File: src/rtl/bnn_pkg.sv
// Shared image/kernel geometry for the binarized convolution front end.
// Holds the default sizes, the derived output sizes and small sizing helpers.
package bnn_pkg;

  localparam int DEF_INPUT_H = 28;
  localparam int DEF_INPUT_W = 28;
  localparam int DEF_K_H     = 3;
  localparam int DEF_K_W     = 3;

  function automatic int out_dim(input int in_dim, input int k_dim);
    return in_dim - k_dim + 1;
  endfunction

  // A zero-width bus is illegal, so a single-position range still gets one bit.
  function automatic int clog2_min1(input int n);
    return (n > 1) ? $clog2(n) : 1;
  endfunction

  localparam int OUTPUT_H = out_dim(DEF_INPUT_H, DEF_K_H);
  localparam int OUTPUT_W = out_dim(DEF_INPUT_W, DEF_K_W);

endpackage

File: src/rtl/bconv_line_buffer.sv
// One image row of delay: dout is the pixel that entered WIDTH enabled shifts ago,
// i.e. the same column of the previous row. Contents need no reset.
module bconv_line_buffer
  import bnn_pkg::*;
#(
  parameter int WIDTH = DEF_INPUT_W
) (
  input  logic clk,
  input  logic en,
  input  logic din,
  output logic dout
);

  logic [WIDTH-1:0] r_shift;

  always_ff @(posedge clk) begin
    if (en) begin
      r_shift <= {r_shift[WIDTH-2:0], din};
    end
  end

  assign dout = r_shift[WIDTH-1];

endmodule

File: src/rtl/bconv_window_gen.sv
// Sliding K_H x K_W window generator over a row-major binarized pixel stream,
// with a single output register that stalls the input when downstream is busy.
module bconv_window_gen
  import bnn_pkg::*;
#(
  parameter int INPUT_H = DEF_INPUT_H,
  parameter int INPUT_W = DEF_INPUT_W,
  parameter int K_H     = DEF_K_H,
  parameter int K_W     = DEF_K_W
) (
  input  logic                                           clk,
  input  logic                                           rst,
  input  logic                                           pix_i,
  input  logic                                           pix_valid_i,
  output logic                                           pix_ready_o,
  output logic [K_H*K_W-1:0]                             win_o,
  output logic [clog2_min1(out_dim(INPUT_H, K_H))-1:0]   win_row_o,
  output logic [clog2_min1(out_dim(INPUT_W, K_W))-1:0]   win_col_o,
  output logic                                           win_last_o,
  output logic                                           win_valid_o,
  input  logic                                           win_ready_i
);

  localparam int ROW_W = clog2_min1(out_dim(INPUT_H, K_H));
  localparam int COL_W = clog2_min1(out_dim(INPUT_W, K_W));
  localparam int YC_W  = clog2_min1(INPUT_H);
  localparam int XC_W  = clog2_min1(INPUT_W);
  localparam int NWIN  = K_H * K_W;
  localparam int HIST  = K_H * (K_W - 1);

  logic [YC_W-1:0]  r_row_cnt;
  logic [XC_W-1:0]  r_col_cnt;
  logic [HIST-1:0]  r_hist;
  logic [NWIN-1:0]  r_win;
  logic [ROW_W-1:0] r_win_row;
  logic [COL_W-1:0] r_win_col;
  logic             r_win_last;
  logic             r_win_valid;

  logic             w_xfer;
  logic             w_col_end;
  logic             w_row_end;
  logic             w_emit;
  logic [YC_W-1:0]  w_top_row;
  logic [XC_W-1:0]  w_left_col;
  logic [K_H-2:0]   w_lb_in;
  logic [K_H-2:0]   w_lb_out;
  logic [K_H-1:0]   w_col_new;
  logic [NWIN-1:0]  w_win_next;
  logic [HIST-1:0]  w_hist_next;

  assign pix_ready_o = !r_win_valid || win_ready_i;
  assign w_xfer      = pix_valid_i && pix_ready_o;
  assign w_col_end   = (r_col_cnt == XC_W'(INPUT_W - 1));
  assign w_row_end   = (r_row_cnt == YC_W'(INPUT_H - 1));
  // Windows only once the full kernel footprint lies inside the current frame and row.
  assign w_emit      = w_xfer && (r_row_cnt >= YC_W'(K_H - 1)) && (r_col_cnt >= XC_W'(K_W - 1));
  assign w_top_row   = r_row_cnt - YC_W'(K_H - 1);
  assign w_left_col  = r_col_cnt - XC_W'(K_W - 1);

  for (genvar g = 0; g < K_H - 1; g++) begin : g_lb
    bconv_line_buffer #(.WIDTH(INPUT_W)) u_lb (
      .clk  (clk),
      .en   (w_xfer),
      .din  (w_lb_in[g]),
      .dout (w_lb_out[g])
    );
  end

  // Newest column: row K_H-1 is the live pixel, older rows come from the line buffer chain.
  always_comb begin
    w_lb_in      = '0;
    w_col_new    = '0;
    w_win_next   = '0;
    w_hist_next  = '0;
    w_lb_in[0]   = pix_i;
    for (int j = 1; j < K_H - 1; j++) begin
      w_lb_in[j] = w_lb_out[j-1];
    end
    w_col_new[K_H-1] = pix_i;
    for (int j = 1; j < K_H; j++) begin
      w_col_new[K_H-1-j] = w_lb_out[j-1];
    end
    for (int ky = 0; ky < K_H; ky++) begin
      for (int kx = 0; kx < K_W - 1; kx++) begin
        w_win_next[ky*K_W + kx] = r_hist[ky*(K_W-1) + kx];
      end
      w_win_next[ky*K_W + K_W - 1] = w_col_new[ky];
    end
    for (int ky = 0; ky < K_H; ky++) begin
      for (int kx = 0; kx < K_W - 1; kx++) begin
        w_hist_next[ky*(K_W-1) + kx] = w_win_next[ky*K_W + kx + 1];
      end
    end
  end

  always_ff @(posedge clk) begin
    if (w_xfer) begin
      r_hist <= w_hist_next;
    end
  end

  always_ff @(posedge clk) begin
    if (rst) begin
      r_row_cnt   <= '0;
      r_col_cnt   <= '0;
      r_win       <= '0;
      r_win_row   <= '0;
      r_win_col   <= '0;
      r_win_last  <= 1'b0;
      r_win_valid <= 1'b0;
    end else begin
      if (w_xfer) begin
        if (w_col_end) begin
          r_col_cnt <= '0;
          r_row_cnt <= w_row_end ? '0 : r_row_cnt + 1'b1;
        end else begin
          r_col_cnt <= r_col_cnt + 1'b1;
        end
      end
      if (w_emit) begin
        r_win       <= w_win_next;
        r_win_row   <= w_top_row[ROW_W-1:0];
        r_win_col   <= w_left_col[COL_W-1:0];
        r_win_last  <= w_row_end && w_col_end;
        r_win_valid <= 1'b1;
      end else if (win_ready_i) begin
        r_win_valid <= 1'b0;
      end
    end
  end

  assign win_o       = r_win;
  assign win_row_o   = r_win_row;
  assign win_col_o   = r_win_col;
  assign win_last_o  = r_win_last;
  assign win_valid_o = r_win_valid;

endmodule

File: config.mk
export PLATFORM = sky130hd
export DESIGN_NAME = bconv_window_gen
export DESIGN_NICKNAME = d
export VERILOG_FILES = /design/src/rtl/bnn_pkg.sv /design/src/rtl/bconv_line_buffer.sv /design/src/rtl/bconv_window_gen.sv
export SDC_FILE = /design/constraint.sdc
export NUM_CORES = 1
export LEC_CHECK = 0
export BUFFER_PORTS_ARGS = -buffer_cell sky130_fd_sc_hd__buf_2
export CORE_MARGIN = 5
export CORE_UTILIZATION = 58
export DETAILED_ROUTE_END_ITERATION = 10
export PLACE_DENSITY = 0.87
export SYNTH_ARGS = -nofsm -noshare
export SYNTH_HDL_FRONTEND = slang
export SYNTH_SLANG_ARGS = --single-unit
File: constraint.sdc
create_clock -name clk -period 3 [get_ports clk]
set_clock_uncertainty 0.05 [all_clocks]
set_input_delay 0.45 -clock clk [delete_from_list [all_inputs] [get_ports clk]]
set_output_delay 0.45 -clock clk [all_outputs]
set_load 0.02 [all_outputs]
==> results_dict.tcl, run 1 <==
set metrics [dict create \
    max_freq_ghz 0.408 \
    p_leak_nw 1.32 \
    tightest_slew_ns 0.943 \
    hold_viol 0 \
    slew_headroom 0.371 \
    numCtsBuffers 9 \
    synthFlopType "edfxtp_1" \
    synth_edf_count 58 \
    yosysTopAreaCellShare 0.538 \
    avgSynthCellArea_um2 14.1 \
    drt_wl_total_mm 5.51 \
    drt.antenna.violating_nets 0 \
    gp_congestion 0.809 \
    finalSetupViolations 0 \
    endpoint_kind "flop" \
    num_rows 27 \
    grt_pass1_vias 1880 \
    finalCritPeriodShare 0.818 \
    maxSlewViolCount 0 \
    min_path_type "input port to flop" \
    top_usage_layer "met2" \
    h-tree-depth 3 \
    outcome "complete, no violations" \
    ys_async_sr_fraction 0 \
    grt_remaining_overflow 0 \
    wl_per_cell_um 16.5 \
    grt_usage 0.163 \
    initial_utilization 0.592 \
    grt_pass1_wl_mm 9.04 \
    rsz0062_at_grt "false" \
    drive_gt1_frac 0.188 \
    grt_max_degree 37 \
    gr-usage-met1 0.212 \
    maxCapViolCount 0 \
    final_util 0.662 \
    startpoint_type "flop" \
    worst-path-buf-inv 1 \
    cts-root-buf "clkbuf_8" \
    ys_types 35 \
    clkTransAtPathRegs_ns 0.09 \
    drt-pass1-iter-count 5 \
    syn_nets 242 \
    synth_area_mm2 0.00324 \
    post-dp-hpwl_mm 3.40 \
    fin_setup_tns_ns 0 \
    crit_type "flop to flop" \
    peakVddDrop_mv 0.396 \
    cts_hold_buf 0 \
    cts.repair.resized 0 \
    io_buffers 26 \
    synth_cells 229 \
    drc 0 \
    vias 1870 \
    fin_crit_ns 2.45 \
    core_area_mm2 0.00547 \
    synth.largest_area_cell "edfxtp_1" \
    area_growth_pct 11.8 \
    critPathSlowestCell "o311ai_2" \
    cts.sinks 89 \
    post_cts_buffers 0 \
    crit_chain "inv_1, ha_1, nor2b_1, o311ai_2, nor2_1, a311oi_1" \
    reg2reg_setup_slack_ns 0.55 \
    drt_iter0_markers 165 \
    synth.area.top_cells "edfxtp_1 54%, dfxtp_1 19%, a21oi_1 3.7%" \
    power_density_mw_per_mm2 623 \
    ios 27 \
    viasPerCell 5.62 \
    die_h_um 84.7 \
    cpPeakStageDelay_ns 0.82 \
    worstPathRequired_ns 3.21 \
    clk_latency_ns 0.35 \
    seq_area_frac_synth 0.729 \
    antennaDiodeCount 0 \
    nNetsFinal 269 \
    cts_buffer_depth 2 \
    ys_ff_latch 89 \
    die_x_um 84.7 \
    dieArea_mm2 0.00718 \
    met2_usage 0.257 \
    crit_family "compound AO/OA/AOI/OAI gates" \
    path_max_fanout 13 \
    cts_tree "yes" \
    antenna_found_initial 0 \
    use_met3 0.0530 \
    crit_arrival_ns 2.67 \
    yosys_warnings 0 \
]
-- synth_stat cells (all sizes together), types with 4 or more instances --
library cell,number
edfxtp,58
dfxtp,31
a21oi,25
nand3,14
nor2,13
o21ai,13
ha,8
a211oi,7
buf,7
inv,7
nand2b,6
clkbuf,5
mux2i,5
nand2,4
or3,4
-- cell usage in the layout, fill, tap and decap left out, types with 4 or more instances in the layout --
cell type,synthesis,layout
ha_1,8,8
nand3_1,13,13
buf_2,4,26
inv_1,7,6
edfxtp_1,58,58
dfxtp_1,31,31
a21oi_1,24,24
a211oi_1,6,6
mux2i_1,5,5
o21ai_1,10,10
nor2_1,13,13
or3_1,4,4
nand2_1,4,4
nand2b_1,6,6
clkbuf_8,0,10
-- worst paths after layout --
check | start | to | depth (start not counted)
setup reg to reg | r_col_cnt[0]$_SDFFE_PP0P_ | win_col_o[3]$_SDFFE_PP0P_ | 6
hold / removal | pix_i | g_lb[0].u_lb.r_shift[0]$_DFFE_PP_ | 1
setup / recovery | r_col_cnt[0]$_SDFFE_PP0P_ | win_col_o[3]$_SDFFE_PP0P_ | 6
hold reg to reg | g_lb[1].u_lb.r_shift[19]$_DFFE_PP_ | g_lb[1].u_lb.r_shift[20]$_DFFE_PP_ | 0
-- state kept, by name (all words and copies together), names as in the netlist --
name,count
g_lb.u_lb.r_shift,56
win_o,9
r_col_cnt,5
r_row_cnt,5
win_col_o,5
win_row_o,5
r_hist,2
win_last_o,1
win_valid_o,1
-- report_power, final --
group / internal, W / switching (W) / total [W]
Combinational: 0.0000143 / 0.0000424 / 0.0000567
Sequential: 0.00136 / 0.0000183 / 0.00137
Clock: 0.000409 / 0.000416 / 0.000824
Total: 0.00178 / 0.000476 / 0.00226
-- worst reg2reg max path: cells and delay by family (launching register included) --
family / cells / cell delay [ns]
flip-flops: 1 / 0.43
AND/OR/NAND/NOR: 2 / 0.46
AO/OA/AOI/OAI: 2 / 1.16
adder cells (fa/ha/maj): 1 / 0.19
buffers and inverters: 1 / 0.08
-- through the flow --
stage,setup WS (ns),hold WS [ns],std cells,power (W),cell area [µm²]
2_1_floorplan,0.479,0.350,229,0.00144,3240
3_3_place_gp,0.724,0.352,317,0.00146,3420
3_5_place_dp,0.558,0.355,317,0.00146,3420
4_1_cts,0.535,0.238,333,0.00227,3620
5_1_grt,0.359,0.239,333,0.00234,3620
6_report,0.547,0.254,333,0.00226,3620
-- per-layer routing --
metal,part of all wire,up-vias
li1,-,906
met1,0.45,905
met2,0.48,50
met3,0.051,9
met4,0.015,0
met5,0,-
-- final cells by class --
class                   count  area, µm²
clock buffers              10        138
clock inverters             6       66.3
fillers                   402       1850
inverters                   7       26.3
multi-input cells         121        782
flip-flops and latches     89       2360
well taps                  72       90.1
repair buffers             28        158
-- kinds of logic (layout without fill, tap and decap cells) --
family | after synthesis | in the layout | share of synthesized area
AND/OR/NAND/NOR | 53 | 53 | 0.0892
AO/OA/AOI/OAI | 53 | 53 | 0.100
buffers and inverters | 19 | 51 | 0.0294
flip-flops | 89 | 89 | 0.729
XOR/XNOR | 2 | 2 | 0.00541
adder cells (fa/ha/maj) | 8 | 8 | 0.0309
multiplexers | 5 | 5 | 0.0155
Note: power is estimated with default switching activity, not from simulation.
==> run 2: changes to the inputs <==
==> constraint.sdc (replaced) <==
create_clock -name clk -period 2.4 [get_ports clk]
set_clock_uncertainty 0.05 [all_clocks]
set_input_delay 0.36 -clock clk [delete_from_list [all_inputs] [get_ports clk]]
set_output_delay 0.36 -clock clk [all_outputs]
set_load 0.02 [all_outputs]
==> run 2 against run 1 <==
- final cell count up 1.2%
- power up 24%
- global-route usage up 0.95 points
- sequential share of layout area down 0.67 points
- worst setup slack worse by 0.20 ns
- routed wire length up 1.9%
- critical endpoint is now win_col_o[1]$_SDFFE_PP0P_
- via count up 1.7%
- design area up 1.0%
- critical path type unchanged
- die area unchanged
- combinational power up 42%
- register-to-register slack worse by 0.20 ns
==> results_dict.tcl, run 2 (synthesis results as in run 1) <==
set metrics [dict create \
    fin_crit_ns 2.05 \
    cpPeakStageDelay_ns 0.58 \
    post-dp-hpwl_mm 3.49 \
    die_h_um 84.7 \
    drive_gt1_frac 0.196 \
    layout_common_cells "58 x edfxtp_1, 31 x dfxtp_1, 26 x buf_2" \
    fin_setup_tns_ns 0 \
    finalSetupViolations 0 \
    crit_type "flop to flop" \
    hold_viol 0 \
    nNetsFinal 273 \
    ios 27 \
    io_buffers 26 \
    grt_pass1_wl_mm 9.38 \
    final_common_cell "edfxtp_1" \
    grt_pass1_vias 1822 \
    met2_usage 0.251 \
    clk_latency_ns 0.35 \
    wl_per_cell_um 16.6 \
    worstPathRequired_ns 2.60 \
    maxSlewViolCount 0 \
    gp_congestion 0.807 \
    rsz0062_at_grt "false" \
    maxCapViolCount 0 \
    top_register "g_lb.u_lb.r_shift" \
    cts_tree "yes" \
    core_area_mm2 0.00547 \
    power_density_mw_per_mm2 765 \
    antennaDiodeCount 0 \
    vias 1901 \
    crit_chain "inv_1, ha_1, nand2b_1, or3_1, a21oi_1, a211oi_1" \
    outcome "complete, no violations" \
    grt_max_degree 33 \
    finalCritPeriodShare 0.855 \
    grt_remaining_overflow 0 \
    drt.antenna.violating_nets 0 \
    die_x_um 84.7 \
    startpoint_type "flop" \
    gr-usage-met1 0.241 \
    cts_hold_buf 0 \
    tightest_slew_ns 0.708 \
    path_max_fanout 20 \
    drt_iter0_markers 162 \
    cts_buffer_depth 2 \
    h-tree-depth 3 \
    area_growth_pct 13.0 \
    peakVddDrop_mv 0.419 \
    cts.repair.resized 0 \
    drt-pass1-iter-count 5 \
    numCtsBuffers 9 \
    dieArea_mm2 0.00718 \
    p_leak_nw 1.34 \
    use_met3 0.0716 \
    max_freq_ghz 0.487 \
    post_cts_buffers 0 \
    initial_utilization 0.592 \
    clkTransAtPathRegs_ns 0.09 \
    endpoint_kind "flop" \
    cts.sinks 89 \
    drt_wl_total_mm 5.61 \
    cts-root-buf "clkbuf_8" \
    num_rows 27 \
    antenna_found_initial 0 \
    final_util 0.669 \
    drc 0 \
    min_path_type "input port to flop" \
    largest_reg_flops 56 \
    viasPerCell 5.64 \
    crit_arrival_ns 2.25 \
    critPathSlowestCell "or3_1" \
    grt_usage 0.172 \
    top_usage_layer "met2" \
    fillers 383 \
    slew_headroom 0.528 \
]
## run 2: cell types whose count changed in the layout (fill, tap and decap cells not counted), sizes merged
cell	before	now
inv	8	6
clkbuf	10	9
buf	28	32
clkinv	1	4
## run 2: area by class of cell
class / count / area [µm²] / share of cell area
Inverter: 7 / 30.0 / 0.00821
Clock inverter: 7 / 71.3 / 0.0195
Clock buffer: 9 / 124 / 0.0338
Sequential cell: 89 / 2360 / 0.645
Multi-Input combinational cell: 121 / 782 / 0.214
Tap cell: 72 / 90.1 / 0.0246
Timing Repair Buffer: 32 / 200 / 0.0547
## run 2: metal layers
layer	vias up	routed length, µm
met2	66	2620
met3	8	302
met1	909	2630
met4	0	63
met5	-	0
li1	918	-
## run 2: report_power, final
part	leakage (nW)	switching (W)	internal [W]
sequential	0.818	0.0000231	0.00169
clock	0.0929	0.000522	0.000479
combinational	0.431	0.0000562	0.0000244
## run 2: final timing paths
check	end	depth (start not counted)	start	slack, ns
worst max-delay path	win_col_o[1]$_SDFFE_PP0P_	6	r_row_cnt[1]$_SDFFE_PP0P_	0.35
worst min-delay path	g_lb[0].u_lb.r_shift[0]$_DFFE_PP_	1	pix_i	0.16
worst max register to register	win_col_o[1]$_SDFFE_PP0P_	6	r_row_cnt[1]$_SDFFE_PP0P_	0.35
worst min register to register	g_lb[0].u_lb.r_shift[10]$_DFFE_PP_	0	g_lb[0].u_lb.r_shift[9]$_DFFE_PP_	0.37
## run 2: critical path: cells and delay by family (launching register included)
family	cells	cell delay [ns]
flip-flops	1	0.45
AND/OR/NAND/NOR	2	0.69
adder cells (fa/ha/maj)	1	0.21
AO/OA/AOI/OAI	2	0.44
buffers and inverters	1	0.09
## run 2: per-stage QoR
stage	hold WS, ns	setup slack, ns	power [W]	instance area [µm²]	cells
after floorplan	0.350	0.170	0.00180	3240	229
after global placement	0.351	0.509	0.00183	3460	321
after detailed placement	0.355	0.391	0.00183	3460	321
after CTS	0.141	0.393	0.00283	3660	337
after global routing	0.139	0.181	0.00292	3660	337
final	0.158	0.347	0.00280	3660	337
==> run 3: changes to the inputs <==
--- a/config.mk
+++ b/config.mk
@@ -10,6 +10,8 @@
 export CORE_UTILIZATION = 58
 export DETAILED_ROUTE_END_ITERATION = 10
 export PLACE_DENSITY = 0.87
+export RECOVER_POWER = 50
 export SYNTH_ARGS = -nofsm -noshare
 export SYNTH_HDL_FRONTEND = slang
+export SYNTH_HIERARCHICAL = 1
 export SYNTH_SLANG_ARGS = --single-unit
==> run 3 against run 2 <==
- synthesized cell count rose by 2.6%
- die area rose by 3.9%
- routed wire length rose by 3.8%
- via count rose by 2.5%
- critical path type unchanged
- sequential power rose by 5%
- area after synthesis rose by 4.4%
==> results_dict.tcl, run 3 <==
set metrics [dict create \
    outcome "complete, no violations" \
    crit_chain "inv_1, ha_1, nand2b_2, o311a_1, a21oi_1, a211oi_1" \
    finalSetupViolations 0 \
    largest_reg_flops 56 \
    syn_nets 248 \
    crit_arrival_ns 2.28 \
    top_register "g_lb.u_lb/r_shift" \
    layout_common_cells "62 x edfxtp_1, 31 x dfxtp_1, 26 x a21oi_1" \
    synth_cells 235 \
    setup_ws_ns 0.324 \
    cts.sinks 93 \
    avgSynthCellArea_um2 14.4 \
    die_x_um 86.4 \
    p_sw_w 0.000633 \
    h-tree-depth 3 \
    num_rows 27 \
    p_int_w 0.00232 \
    clk_latency_ns 0.34 \
    crit_type "flop to flop" \
    dieArea_mm2 0.00746 \
    ios 27 \
    viasPerCell 5.73 \
    fillers 383 \
    numCtsBuffers 9 \
    synth_xor_area_frac 0.00777 \
    seq_area_mm2 0.00248 \
    ys_types 39 \
    wl_per_cell_um 17.1 \
    antenna_found_initial 0 \
    fin_setup_tns_ns 0 \
    maxSlewViolCount 0 \
    peakVddDrop_mv 0.412 \
    die_h_um 86.4 \
    cts.repair.resized 0 \
    cts_hold_buf 0 \
    synth.largest_area_cell "edfxtp_1" \
    synth_edf_count 62 \
    drt-pass1-iter-count 5 \
    drt_iter0_markers 229 \
    tightest_slew_ns 0.735 \
    drt_wl_total_mm 5.83 \
    nNetsFinal 276 \
    gp_congestion 0.810 \
    post-dp-hpwl_mm 3.64 \
    grt_remaining_overflow 0 \
    rsz0062_at_grt "false" \
    multi_input_area_um2 783 \
    io_buffers 26 \
    max_freq_ghz 0.482 \
    synth_top_family_by_area "compound AO/OA/AOI/OAI gates" \
    clkTransAtPathRegs_ns 0.09 \
    p_leak_nw 1.26 \
    worst-path-buf-inv 1 \
    yosysMostFrequentCell "edfxtp_1" \
    synth.top_cells.by_count "62 x edfxtp_1, 31 x dfxtp_1, 26 x a21oi_1, 13 x nand3_1" \
    ys_ff_latch 93 \
    synth.area.top_cells "edfxtp_1 55%, dfxtp_1 18%, a21oi_1 3.8%" \
    cpPeakStageDelay_ns 0.64 \
    finalCritPeriodShare 0.865 \
    maxCapViolCount 0 \
    synth_area_mm2 0.00338 \
    slew_headroom 0.510 \
    drc 0 \
    synth-compound-area-share 0.0954 \
    worstPathRequired_ns 2.60 \
    cts_buffer_depth 2 \
    synth_mux_area_frac 0.00888 \
    drt.antenna.violating_nets 0 \
    crit_family "compound AO/OA/AOI/OAI gates" \
    area_growth_pct 10.4 \
    core_area_mm2 0.00557 \
    cts_tree "yes" \
    grt_pass1_wl_mm 9.28 \
    power_density_mw_per_mm2 792 \
    critPathSlowestCell "o311a_1" \
    combPwrFrac 0.028 \
    grt_usage 0.162 \
    post_cts_buffers 0 \
    synthAdderAreaFrac 0.0296 \
    startpoint_type "flop" \
    power_frac_seq 0.609 \
    vias 1948 \
    yosys_warnings 6 \
    hold_viol 0 \
    synthSimpleGateAreaFrac 0.0906 \
    synthFlopType "edfxtp_1" \
    yosysTopAreaCellShare 0.550 \
    grt_max_degree 63 \
    endpoint_kind "flop" \
    fin_crit_ns 2.08 \
    seq_area_frac_synth 0.734 \
    path_max_fanout 20 \
    grt_pass1_vias 1852 \
    final_common_cell "edfxtp_1" \
    initial_utilization 0.607 \
    min_path_type "input port to flop" \
    post-place-ws_ns 0.325 \
    cts-root-buf "clkbuf_8" \
    antennaDiodeCount 0 \
    ys_async_sr_fraction 0 \
    drive_gt1_frac 0.112 \
    clkPwrFrac 0.363 \
    swShare 0.214 \
]
-- run 3: area by class of cell --
class,instances,share of cell area
sequential,93,0.664
multi-input combinational,121,0.210
clock buffer,10,0.0368
timing repair buffer,29,0.0332
tap,72,0.0241
clock inverter,6,0.0204
inverter,9,0.0114
-- run 3: worst paths after layout --
check             cells after the start                                from  slack (ns)                            endpoint
hold / removal                        1                               pix_i        0.27   g_lb[0].u_lb/r_shift[0]$_DFFE_PP_
setup reg to reg                      6           r_row_cnt[2]$_SDFFE_PP0P_        0.32           win_col_o[1]$_SDFFE_PP0P_
hold reg to reg                       0  g_lb[0].u_lb/r_shift[25]$_DFFE_PP_        0.38  g_lb[0].u_lb/r_shift[26]$_DFFE_PP_
setup / recovery                      6           r_row_cnt[2]$_SDFFE_PP0P_        0.32           win_col_o[1]$_SDFFE_PP0P_
-- run 3: layer usage --
metal / up-vias / share of wire / track usage
li1: 933 / - / -
met2: 67 / 0.48 / 0.240
met5: - / 0 / 0
met1: 944 / 0.45 / 0.227
met3: 4 / 0.059 / 0.0418
met4: 0 / 0.0079 / 0.0680
-- run 3: stage by stage --
step	cells	area [µm²]	util	total power [W]	hold slack (ns)
floorplan	235	3390	-	0.00189	0.350
global placement	324	3550	0.637	0.00191	0.351
detailed placement	324	3550	0.637	0.00192	0.356
CTS	340	3770	0.676	0.00299	0.186
global route	340	3740	0.670	0.00307	0.256
finish	340	3740	0.670	0.00296	0.271
-- run 3: power by group through the flow --
stage	Combinational (W)	Clock [W]	Sequential, W
floorplan	0.0000601	0	0.00183
global placement	0.0000782	0	0.00183
global route	0.0000879	0.00117	0.00181
detailed placement	0.0000818	0	0.00184
finish	0.0000817	0.00107	0.00180
CTS	0.0000816	0.00111	0.00180
-- run 3: logic make-up after synthesis --
logic type,Yosys count
xor gates and xnor gates,3
DFF,93
adders and majority gates,8
muxes,3
buffers and inverters,21
AOI/OAI and AO/OA,53
and+or+nand+nor,54
